`src/rtl/ofmap_packetizer.sv`:
```
// Ofmap packet transmitter: turns a raster stream of partial sums into 40-bit
// tagged packets (row, col, timestep, layer, saturated psum), one frame per start.
module ofmap_packetizer #(
  parameter int PACKET_D_WIDTH = 40,
  parameter int ADDR_WIDTH     = 5,
  parameter int WIDTH_I        = 16,
  parameter int WIDTH_O        = 13,
  parameter int DEPTH_R        = 21
) (
  input  logic                      clk,
  input  logic                      rst_n,
  input  logic                      start,
  input  logic [1:0]                ts_in,
  input  logic [1:0]                layer_in,
  output logic                      busy,
  output logic                      done,
  input  logic                      in_valid,
  output logic                      in_ready,
  input  logic [WIDTH_I-1:0]        in_psum,
  output logic                      out_valid,
  input  logic                      out_ready,
  output logic [PACKET_D_WIDTH-1:0] out_data
);

  localparam int TOTAL = DEPTH_R * DEPTH_R;
  localparam int CNT_W = $clog2(TOTAL + 1);
  localparam int PAD_W = PACKET_D_WIDTH - 2 * ADDR_WIDTH - 4 - WIDTH_O;
  localparam logic [WIDTH_I-1:0]    SAT_MAX  = WIDTH_I'((1 << WIDTH_O) - 1);
  localparam logic [ADDR_WIDTH-1:0] LAST_COL = ADDR_WIDTH'(DEPTH_R - 1);
  localparam logic [CNT_W-1:0]      LAST_CNT = CNT_W'(TOTAL - 1);

  typedef enum logic [1:0] {IDLE, RUN, DRAIN, DONE} state_e;

  state_e                    state_q, state_d;
  logic [ADDR_WIDTH-1:0]     row_q, row_d;
  logic [ADDR_WIDTH-1:0]     col_q, col_d;
  logic [CNT_W-1:0]          cnt_q, cnt_d;
  logic [1:0]                ts_q, ts_d;
  logic [1:0]                layer_q, layer_d;
  logic                      out_valid_q, out_valid_d;
  logic [PACKET_D_WIDTH-1:0] out_data_q, out_data_d;

  logic                      in_fire;
  logic                      out_fire;
  logic [WIDTH_O-1:0]        psum_sat;
  logic [PACKET_D_WIDTH-1:0] packet;

  // The output register may refill in the same cycle it empties, so a full
  // frame streams at one packet per cycle when downstream never stalls.
  assign in_ready  = (state_q == RUN) && (!out_valid_q || out_ready);
  assign in_fire   = in_valid && in_ready;
  assign out_fire  = out_valid_q && out_ready;
  assign busy      = (state_q == RUN) || (state_q == DRAIN);
  assign done      = (state_q == DONE);
  assign out_valid = out_valid_q;
  assign out_data  = out_data_q;

  assign psum_sat = (in_psum > SAT_MAX) ? WIDTH_O'(SAT_MAX) : in_psum[WIDTH_O-1:0];
  assign packet   = {row_q, col_q, ts_q, layer_q, {PAD_W{1'b0}}, psum_sat};

  always_comb begin
    state_d     = state_q;
    row_d       = row_q;
    col_d       = col_q;
    cnt_d       = cnt_q;
    ts_d        = ts_q;
    layer_d     = layer_q;
    out_valid_d = out_valid_q;
    out_data_d  = out_data_q;

    case (state_q)
      IDLE: begin
        if (start) begin
          ts_d    = ts_in;
          layer_d = layer_in;
          row_d   = '0;
          col_d   = '0;
          cnt_d   = '0;
          state_d = RUN;
        end
      end
      RUN: begin
        if (out_fire) begin
          out_valid_d = 1'b0;
        end
        if (in_fire) begin
          out_valid_d = 1'b1;
          out_data_d  = packet;
          cnt_d       = cnt_q + CNT_W'(1);
          if (col_q == LAST_COL) begin
            col_d = '0;
            row_d = row_q + ADDR_WIDTH'(1);
          end else begin
            col_d = col_q + ADDR_WIDTH'(1);
          end
          if (cnt_q == LAST_CNT) begin
            state_d = DRAIN;
          end
        end
      end
      DRAIN: begin
        if (out_fire) begin
          out_valid_d = 1'b0;
          state_d     = DONE;
        end
      end
      DONE: begin
        state_d = IDLE;
      end
      default: begin
        state_d = IDLE;
      end
    endcase
  end

  always_ff @(posedge clk or negedge rst_n) begin
    if (!rst_n) begin
      state_q     <= IDLE;
      row_q       <= '0;
      col_q       <= '0;
      cnt_q       <= '0;
      ts_q        <= '0;
      layer_q     <= '0;
      out_valid_q <= 1'b0;
      out_data_q  <= '0;
    end else begin
      state_q     <= state_d;
      row_q       <= row_d;
      col_q       <= col_d;
      cnt_q       <= cnt_d;
      ts_q        <= ts_d;
      layer_q     <= layer_d;
      out_valid_q <= out_valid_d;
      out_data_q  <= out_data_d;
    end
  end

endmodule

```
`config.mk`:
```
export PLATFORM = sky130hd
export DESIGN_NAME = ofmap_packetizer
export DESIGN_NICKNAME = d
export VERILOG_FILES = /design/src/rtl/ofmap_packetizer.sv
export SDC_FILE = /design/constraint.sdc
export NUM_CORES = 1
export LEC_CHECK = 0
export CORE_ASPECT_RATIO = 0.8
export CORE_UTILIZATION = 49
export DETAILED_ROUTE_END_ITERATION = 7
export PLACE_DENSITY = 0.76
export SYNTH_ARGS = -nofsm -noshare
export SYNTH_HDL_FRONTEND = slang
export SYNTH_SLANG_ARGS = --single-unit
```
`constraint.sdc`:
```
create_clock -name clk -period 1.91 [get_ports clk]
set_input_delay 0.573 -clock clk [delete_from_list [all_inputs] [get_ports clk]]
set_output_delay 0.573 -clock clk [all_outputs]
set_load 0.05 [all_outputs]
```
Word-level counts from Yosys, hierarchy flattened
Cells that the tools add are included.

word-level totals
  bits in registers = 53
  output and inout port bits = 44
  logic and storage cells = 55

cells by class
  equal/unequal tests = 10
  $lt $le $gt $ge = 1
  reductions and logical operators = 14
  add/sub/neg operators = 3
  multiplexer cells = 19

operators with widths
  operator                                                                            number
  5-bit 2-to-1 mux                                                                    5
  5-bit case mux with 2 select lines                                                  2
  9-bit 2-to-1 mux                                                                    2
  9-bit case mux with 2 select lines                                                  1
  16-bit by 13-bit greater-than comparator with 1-bit output (second input constant)  1
  13-bit 2-to-1 mux                                                                   1
  5-bit by 1-bit adder with 5-bit output (second input constant)                      2
  9-bit by 1-bit adder with 9-bit output (second input constant)                      1
  9-bit == test (second input constant)                                               1
  2-bit 2-to-1 mux                                                                    4
  2-bit case mux with 4 select lines                                                  1
  4-bit AND reduction                                                                 2
  2-bit inequality test (second input constant)                                       3
  5-bit == test (second input constant)                                               1
  2-bit == test (second input constant)                                               2
  2-bit by 1-bit inequality test with 1-bit output (second input constant)            2
  2-bit AND reduction                                                                 2
  2-bit nonzero test                                                                  2
  1-bit logical AND                                                                   3
  3-bit AND reduction                                                                 1
  2-bit by 1-bit == test with 1-bit output (second input constant)                    1
  2-bit logical NOT                                                                   1
  1-bit logical OR                                                                    2
  1-bit 2-to-1 mux                                                                    2
  2 further kinds                                                                     2

Logic depth before layout (Yosys ltp)
Gate-level depths: netlist of run 1.

  word-level depth = 6
  gate-level depth with buffers = 8

Worst setup path before layout of run 1
Ideal clock, no wire load.

  path type = reg-to-output
  start = register state_q[1]
  end = output in_ready
  path buffers = 3
  data required time = 1.337 ns
  stages on the path, launching flop included = 7
  arrival time = 1.565 ns
  setup slack = -0.228 ns
  cells stage by stage = dfrtp_1 -> inv_1 -> ha_1 -> buf_4 -> buf_2 -> buf_2 -> and2_1

on the way
  cells in the longest elaborated chain, start to end = 2

RTL lines
  element                                   line  text
  start, declared                           34    state_e state_q, state_d;
  start signal, assigned                    127   state_q <= state_d;
  2-bit by 1-bit == test with 1-bit output  50    assign in_ready = (state_q == RUN) && (!out_valid_q || out_ready);
  1-bit logical AND                         50
  end, declared                             18    output logic in_ready,

Every way passes these cells.

Final worst setup path of run 1
Ends and elaborated chain as after synthesis.

==> metrics.txt, run 1 <==
status=complete, no violations; gr usage total=22.8%; dpl ws=-285 ps; sequential area share after synthesis=49.5%; FP Rows=23; RSZ-0062 raised after global routing=false; Yosys top cell by area=dfrtp_1; FF-to-FF setup slack=120 ps; number of distinct library cells after synthesis=between 40 and 50; Filler cells=394; Final Critical Period=1860 ps; H-tree levels=2; Leak=1.54 nW; Setup violations, final=0; Setup TNS=0 ps; clk sink count=53; area of the multi-input gates=about 1200 um2; Finished Layout Cells=approximately 370; hold slack=between 200 and 250 ps; root buf cell=clkbuf_8; grt ovf=0; f_max=0.538 GHz; vias in the first global route=2059; Reg clk slew, reported paths=100 ps; GP Congestion=0.821; Ant. Diodes=0; top cells by area, synth=dfrtp_1, mux2_2, ha_1, o22a_1, buf_4; final setup margin=a little over 50 ps; Avg Cell Area, Syn=approximately 11 um2; Initial Utilization=52.3%; share of cells above drive strength 1=approximately a third; Final period util=97.4%; total number of vias=2079; DR WL/cell=15.9 um; initial antenna violation count=0; post-route ant nets=0; main flop type after synthesis=dfrtp_1; Die Y=68.1 um; number of enable flip-flop cells after synthesis=0; Setup CP Type=reg2out; worst hold path class=in2async; leading post-synthesis cells by instance count=dfrtp_1, mux2_2, nand3_1; Post-Syn Area=about 2700 um2; most numerous cell in the Yosys netlist=dfrtp_1; initial drt markers=~150; Startpoint Class=register; CTS tree=yes; fin nets=345; worst clock skew=between 6 and 7 ps; Ports=69; max cap viols=0; register area=1330 um2; Worst setup EP type=output port; Synth Register Bits=53; Layout Utilization=68.9%; Area after DPL=3350 um2; Detailed Routing Iterations Pass 1=6; routed wire length=approximately 5.9 mm; CTS Buffer Depth=2; CP Max Fanout=3; PwrDens=1820 nW/um2; CORE AREA=5120 um2; die width=84.6 um; Final Power=6.41 mW; Buffers on Ports=55; CTS Buf Count=5; Syn Inst Count=234; final instance area=about 3500 um2; Yosys warnings=0; Yosys top cell area share=49.5%; Req. time, crit path=1340 ps; asr flop ratio synth=100%; final hold violations=0; hpwl dp=4.12 mm; Critical Path AT=1290 ps; die area=5770 um2; first-pass GRT wire length=9.94 mm; Slew Viols, Final=0; vias per std cell=5.57; Max rail drop VDD=1020 uV; largest net degree at the start of global routing=54; synthesis-to-layout area growth=31.8%; placed insts=359; clk_lat worst skew=310 ps; drt drc=0
-- repair_timing --
item,in CTS,in global routing
gates resized for setup,7,3
cloned,1,0
endpoints found under the setup margin,2,6
hold endpoints to repair,0,0
pin swaps,3,1
hold buffers,0,0
setup buffers,7,0
-- flip-flops by register name (all words and copies together) (netlist names) --
signal	flops
col_q	5
layer_q	2
ts_q	2
out_data	27
state_q	2
cnt_q	9
out_valid	1
row_q	5
-- kinds of logic (layout without fill, tap and decap cells) --
| kind of cell | count (synthesis) | count (layout) | synth area share, % |
|---|---|---|---|
| AOI/OAI and AO/OA | 51 | 51 | 15.0 |
| adders and majority gates | 10 | 10 | 4.67 |
| buffers and inverters | 33 | 98 | 7.80 |
| DFF | 53 | 53 | 49.5 |
| muxes | 21 | 21 | 8.93 |
| other | 1 | 13 | 0.140 |
| and+or+nand+nor | 65 | 65 | 14.0 |
-- power breakdown --
part	leakage [nW]	internal [mW]	switching (mW)
clock	0.0518	0.302	0.383
sequential	0.633	1.57	0.381
combinational	0.858	1.65	2.13
total	1.54	3.52	2.89
-- cell type report --
| class | instances | area share (%) |
|---|---|---|
| inverter | 8 | 0.851 |
| timing repair buffer | 82 | 22.1 |
| clock inverter | 2 | 0.496 |
| tap | 62 | 2.20 |
| sequential | 53 | 37.6 |
| clock buffer | 6 | 2.34 |
| multi-input combinational | 160 | 34.4 |
-- placed cells by master, fill, tap and decap left out, types with 4 or more instances in the layout --
cell,count
and3_1,5
buf_12,7
buf_4,50
clkbuf_8,6
clkdlybuf4s50_1,22
conb_1,13
dfrtp_1,52
ha_1,8
inv_1,6
mux2_2,19
nand2_1,10
nand3_1,17
nand3b_1,6
nor2_1,4
nor3_1,5
o211ai_1,9
o21ai_0,11
o22a_1,13
o31ai_1,4
or3_1,4
-- critical path, cell delays in order, from the launching register on --
cell and delay, ps:
dfrtp_1 420, inv_2 130, ha_4 160, and2_4 150
buf_12 130
-- final timing paths --
path                                           endpoint  depth (start not counted)              startpoint
worst max-delay path                           in_ready                          4  state_q[1]$_DFFE_PN0P_
worst min-delay path            out_data[6]$_DFFE_PN0P_                          2                   rst_n
worst max register to register     row_q[4]$_DFFE_PN0P_                          6  state_q[1]$_DFFE_PN0P_
worst min register to register   layer_q[0]$_DFFE_PN0P_                          1  layer_q[0]$_DFFE_PN0P_
max in group asynchronous         out_valid$_DFFE_PN0P_                          2                   rst_n
min in group clk                 layer_q[0]$_DFFE_PN0P_                          1  layer_q[0]$_DFFE_PN0P_
-- layer usage --
metal,up-vias,GRT usage (%),part of all wire (%)
met3,10,4.34,4.6
met4,0,8.26,1.5
met2,64,37.0,47
met5,-,0,0
met1,1012,31.0,47
li1,993,-,-
Note: power is estimated with default switching activity, not from simulation.
==> inputs of run 2 (changes only) <==
- ABC_AREA: default -> 1
- CORE_UTILIZATION: 49 -> 50
- GPL_TIMING_DRIVEN: default -> 0
- PLACE_DENSITY: 0.76 -> 0.77
==> run 2 against run 1 <==
The flow now finishes with violations (DRC, setup timing). Total power decreased by 13%. Non-clock buffer count rose by 2. Cell area rose by 4.1%. Synthesized cell count increased by 43%. Largest cell class unchanged.
==> metrics.txt, run 2 <==
Worst Reg-to-Reg Cells=5 (-1); internal power=2.77 mW (-21%); grt ovf=0 (unchanged); FF-to-FF setup slack=340 ps (+220 ps); Final Critical Period=1930 ps (+68.7 ps); largest net degree at the start of global routing=32 (-41%); final setup margin=-18.1 ps (-68.7 ps); vias per std cell=4.78 (-14%); H-tree levels=2 (unchanged); max cap viols=0 (unchanged); hpwl dp=4.47 mm (+8.4%); post-route ant nets=0 (unchanged); Leak=1.88 nW (+22%); Die Y=69.5 um (+2.0%); Final period util=101% (+3.6 points); PwrDens=1530 nW/um2 (-16%); dpl ws=-715 ps (-430 ps); Startpoint Class=register; clk_lat worst skew=310 ps (about the same); main flop type after synthesis=dfrtp_1; Avg Cell Area, Syn=8.49 um2 (-26%); Reg power frac=30.0% (-0.4 points); failing checks=DRC, setup timing; final hold violations=0 (unchanged); Slew @ Worst Pin=534 ps; hold_buf cts=0 (unchanged); CTS Buffer Depth=2 (unchanged); Worst setup EP type=output port; sequential area share after synthesis=46.6% (-2.9 points); Setup TNS=-18.1 ps (-18.1 ps); drt drc=2 (+2); max reg flops=27 (unchanged); CTS tree=yes; Post-Syn Area=2840 um2 (+6.2%); commonest non-fill, non-tap cells in the layout=nand2_1, dfrtp_1, dlygate4sd2_1; Max rail drop VDD=1230 uV (+21%); Yosys top cell area share=46.6% (-2.9 points); fin nets=449 (+30%); main combinational cell family by area after synthesis=simple AND/OR/NAND/NOR gates; asr flop ratio synth=100% (unchanged); routed wire length=6.06 mm (+1.9%); DR WL/cell=12.3 um (-23%); Slew Viols, Final=0 (unchanged); worst clock skew=7.67 ps (+0.728 ps); total number of vias=2355 (+13%); Setup violations, final=1 (+1); Yosys top cell by area=dfrtp_1; Req. time, crit path=1340 ps (about the same); Buffers on Ports=55 (unchanged); Ports=69 (unchanged); CP Max Fanout=3 (unchanged); die area=6000 um2 (+4.0%); worst flop-to-flop path startpoint=state_q[0]$_DFFE_PN0P_; Setup CP Type=reg2out; vias in the first global route=2299 (+12%); RSZ-0062 raised after global routing=true; status=complete, but fails checks; CORE AREA=5470 um2 (+6.7%); number of distinct library cells after synthesis=30 (-32%); XOR/XNOR share of the synthesized area=0.924% (+0.92 points); number of enable flip-flop cells after synthesis=0 (unchanged); leading cell type in the layout, fill and taps excluded=nand2_1; post-synthesis compound-gate area fraction=9.90% (-5.1 points); root buf cell=clkbuf_8; synthesis-to-layout area growth=29.2%; clk sink count=53 (unchanged); simple-gate share of the synthesized area=27.6% (+14 points); Final Power=5.61 mW (-13%); Clk pwr share=11.2% (+0.5 points); Worst R2R End=out_data[31]$_DFFE_PN0P_; most numerous cell in the Yosys netlist=nand2_1; final instance area=3670 um2 (+4.1%); Synth Register Bits=53 (unchanged); Critical Path AT=1360 ps (+70 ps); top cells by area, synth=dfrtp_1, nand2_1, ha_1, buf_4, o21ai_0; initial drt markers=96 (-36%); Initial Utilization=52.0% (-0.23 points); first-pass GRT wire length=10.4 mm (+5.0%); FP Rows=24 (+4.3%); share of cells above drive strength 1=18.8% (-14 points); Detailed Routing Iterations Pass 1=8 (+2); Sw Ratio=50.6% (+5.5 points); Syn Inst Count=335 (+43%); worst hold path class=in2async; Ant. Diodes=0 (unchanged); CTS Buf Count=5 (unchanged); Yosys warnings=0 (unchanged); Area after DPL=3560 um2 (+6.4%); Sw Pwr=2.83 mW (-1.9%); GP Congestion=0.783 (-4.6%); adder-cell area share of the yosys netlist=4.40% (-0.27 points); leading post-synthesis cells by instance count=nand2_1, dfrtp_1, inv_1; Gate power share=58.8% (about the same); initial antenna violation count=0 (unchanged); die width=86.3 um (+2.0%); post-synthesis mux area share=0% (-8.9 points); Slew HR=64.4%; gr usage total=22.2% (-0.59 points); Reg clk slew, reported paths=100 ps (about the same); f_max=0.519 GHz (-3.6%)
## run 2: changes by cell type after synthesis, moves of 5 or more
cell | before | now
nand2_1 | 10 | 107
mux2_2 | 19 | 0
inv_1 | 8 | 26
nor2_1 | 4 | 21
o22a_1 | 13 | 0
o21ai_0 | 11 | 22
o211ai_1 | 9 | 0
o21ai_2 | 0 | 9
o21ai_1 | 0 | 7
and3_1 | 5 | 0
nor3_1 | 5 | 0
## run 2: through the flow
stage,util [%],hold WS [ps],instances
finish,67.2,238,493
CTS,66.4,251,491
detailed placement,65.2,464,481
global route,67.2,267,493
floorplan,-,277,347
global placement,64.9,457,480
## run 2: power groups by stage
stage          sequential, mW  combinational [mW]  clock (mW)
6_report                 1.68                3.30       0.627
5_1_grt                  1.73                3.56       0.678
4_1_cts                  1.68                3.19       0.640
3_5_place_dp             1.71                3.29           0
3_3_place_gp             1.70                3.22           0
2_1_floorplan            2.49                1.55           0
## run 2: layout make-up
class                      instances  area [um2]
buffer                            23         176
clock buffer                       5        68.8
clock inverter                     3        17.5
fill                             479        1790
inverter                          29         111
multi-input combinational        241        1300
sequential                        53        1330
tap                               78        97.6
timing repair buffer              61         572
## run 2: logic make-up after synthesis
group                      count (synthesis)
AOI/OAI and AO/OA                         45
other                                      1
DFF                                       53
xor gates and xnor gates                   3
adders and majority gates                 10
buffers and inverters                     53
and+or+nand+nor                          170
## run 2: routing by layer
metal	part of all wire [%]	vias up	track usage, %	wire (um)
li1	-	1201	-	-
met5	0	-	0	0
met2	48	50	35.8	2890
met3	4.1	10	4.52	247
met1	46	1094	29.7	2810
met4	1.8	0	7.96	110
## run 2: repair_timing
item | CTS | global route
resized for setup | 51 | 9
setup buffers | 2 | 3
endpoints found under the setup margin | 31 | 3
pin swaps | 0 | 2
cloned | 0 | 0
## run 2: worst max-delay path, stage by stage, from the launching register on
cell and delay [ps]:
dfrtp_1 400, buf_4 140, buf_4 130, ha_1 170, buf_2 210
## run 2: worst max path at each step
stage,cells after the start,slack (ps),to,start
after floorplan,5,130,in_ready,state_q[1]$_DFFE_PN0P_
after global placement,1,-1340,state_q[1]$_DFFE_PN0P_,rst_n
after detailed placement,4,-720,in_ready,out_ready
after CTS,6,-80,in_ready,state_q[1]$_DFFE_PN0P_
after global routing,4,-40,done,state_q[1]$_DFFE_PN0P_
final,4,-20,done,state_q[1]$_DFFE_PN0P_
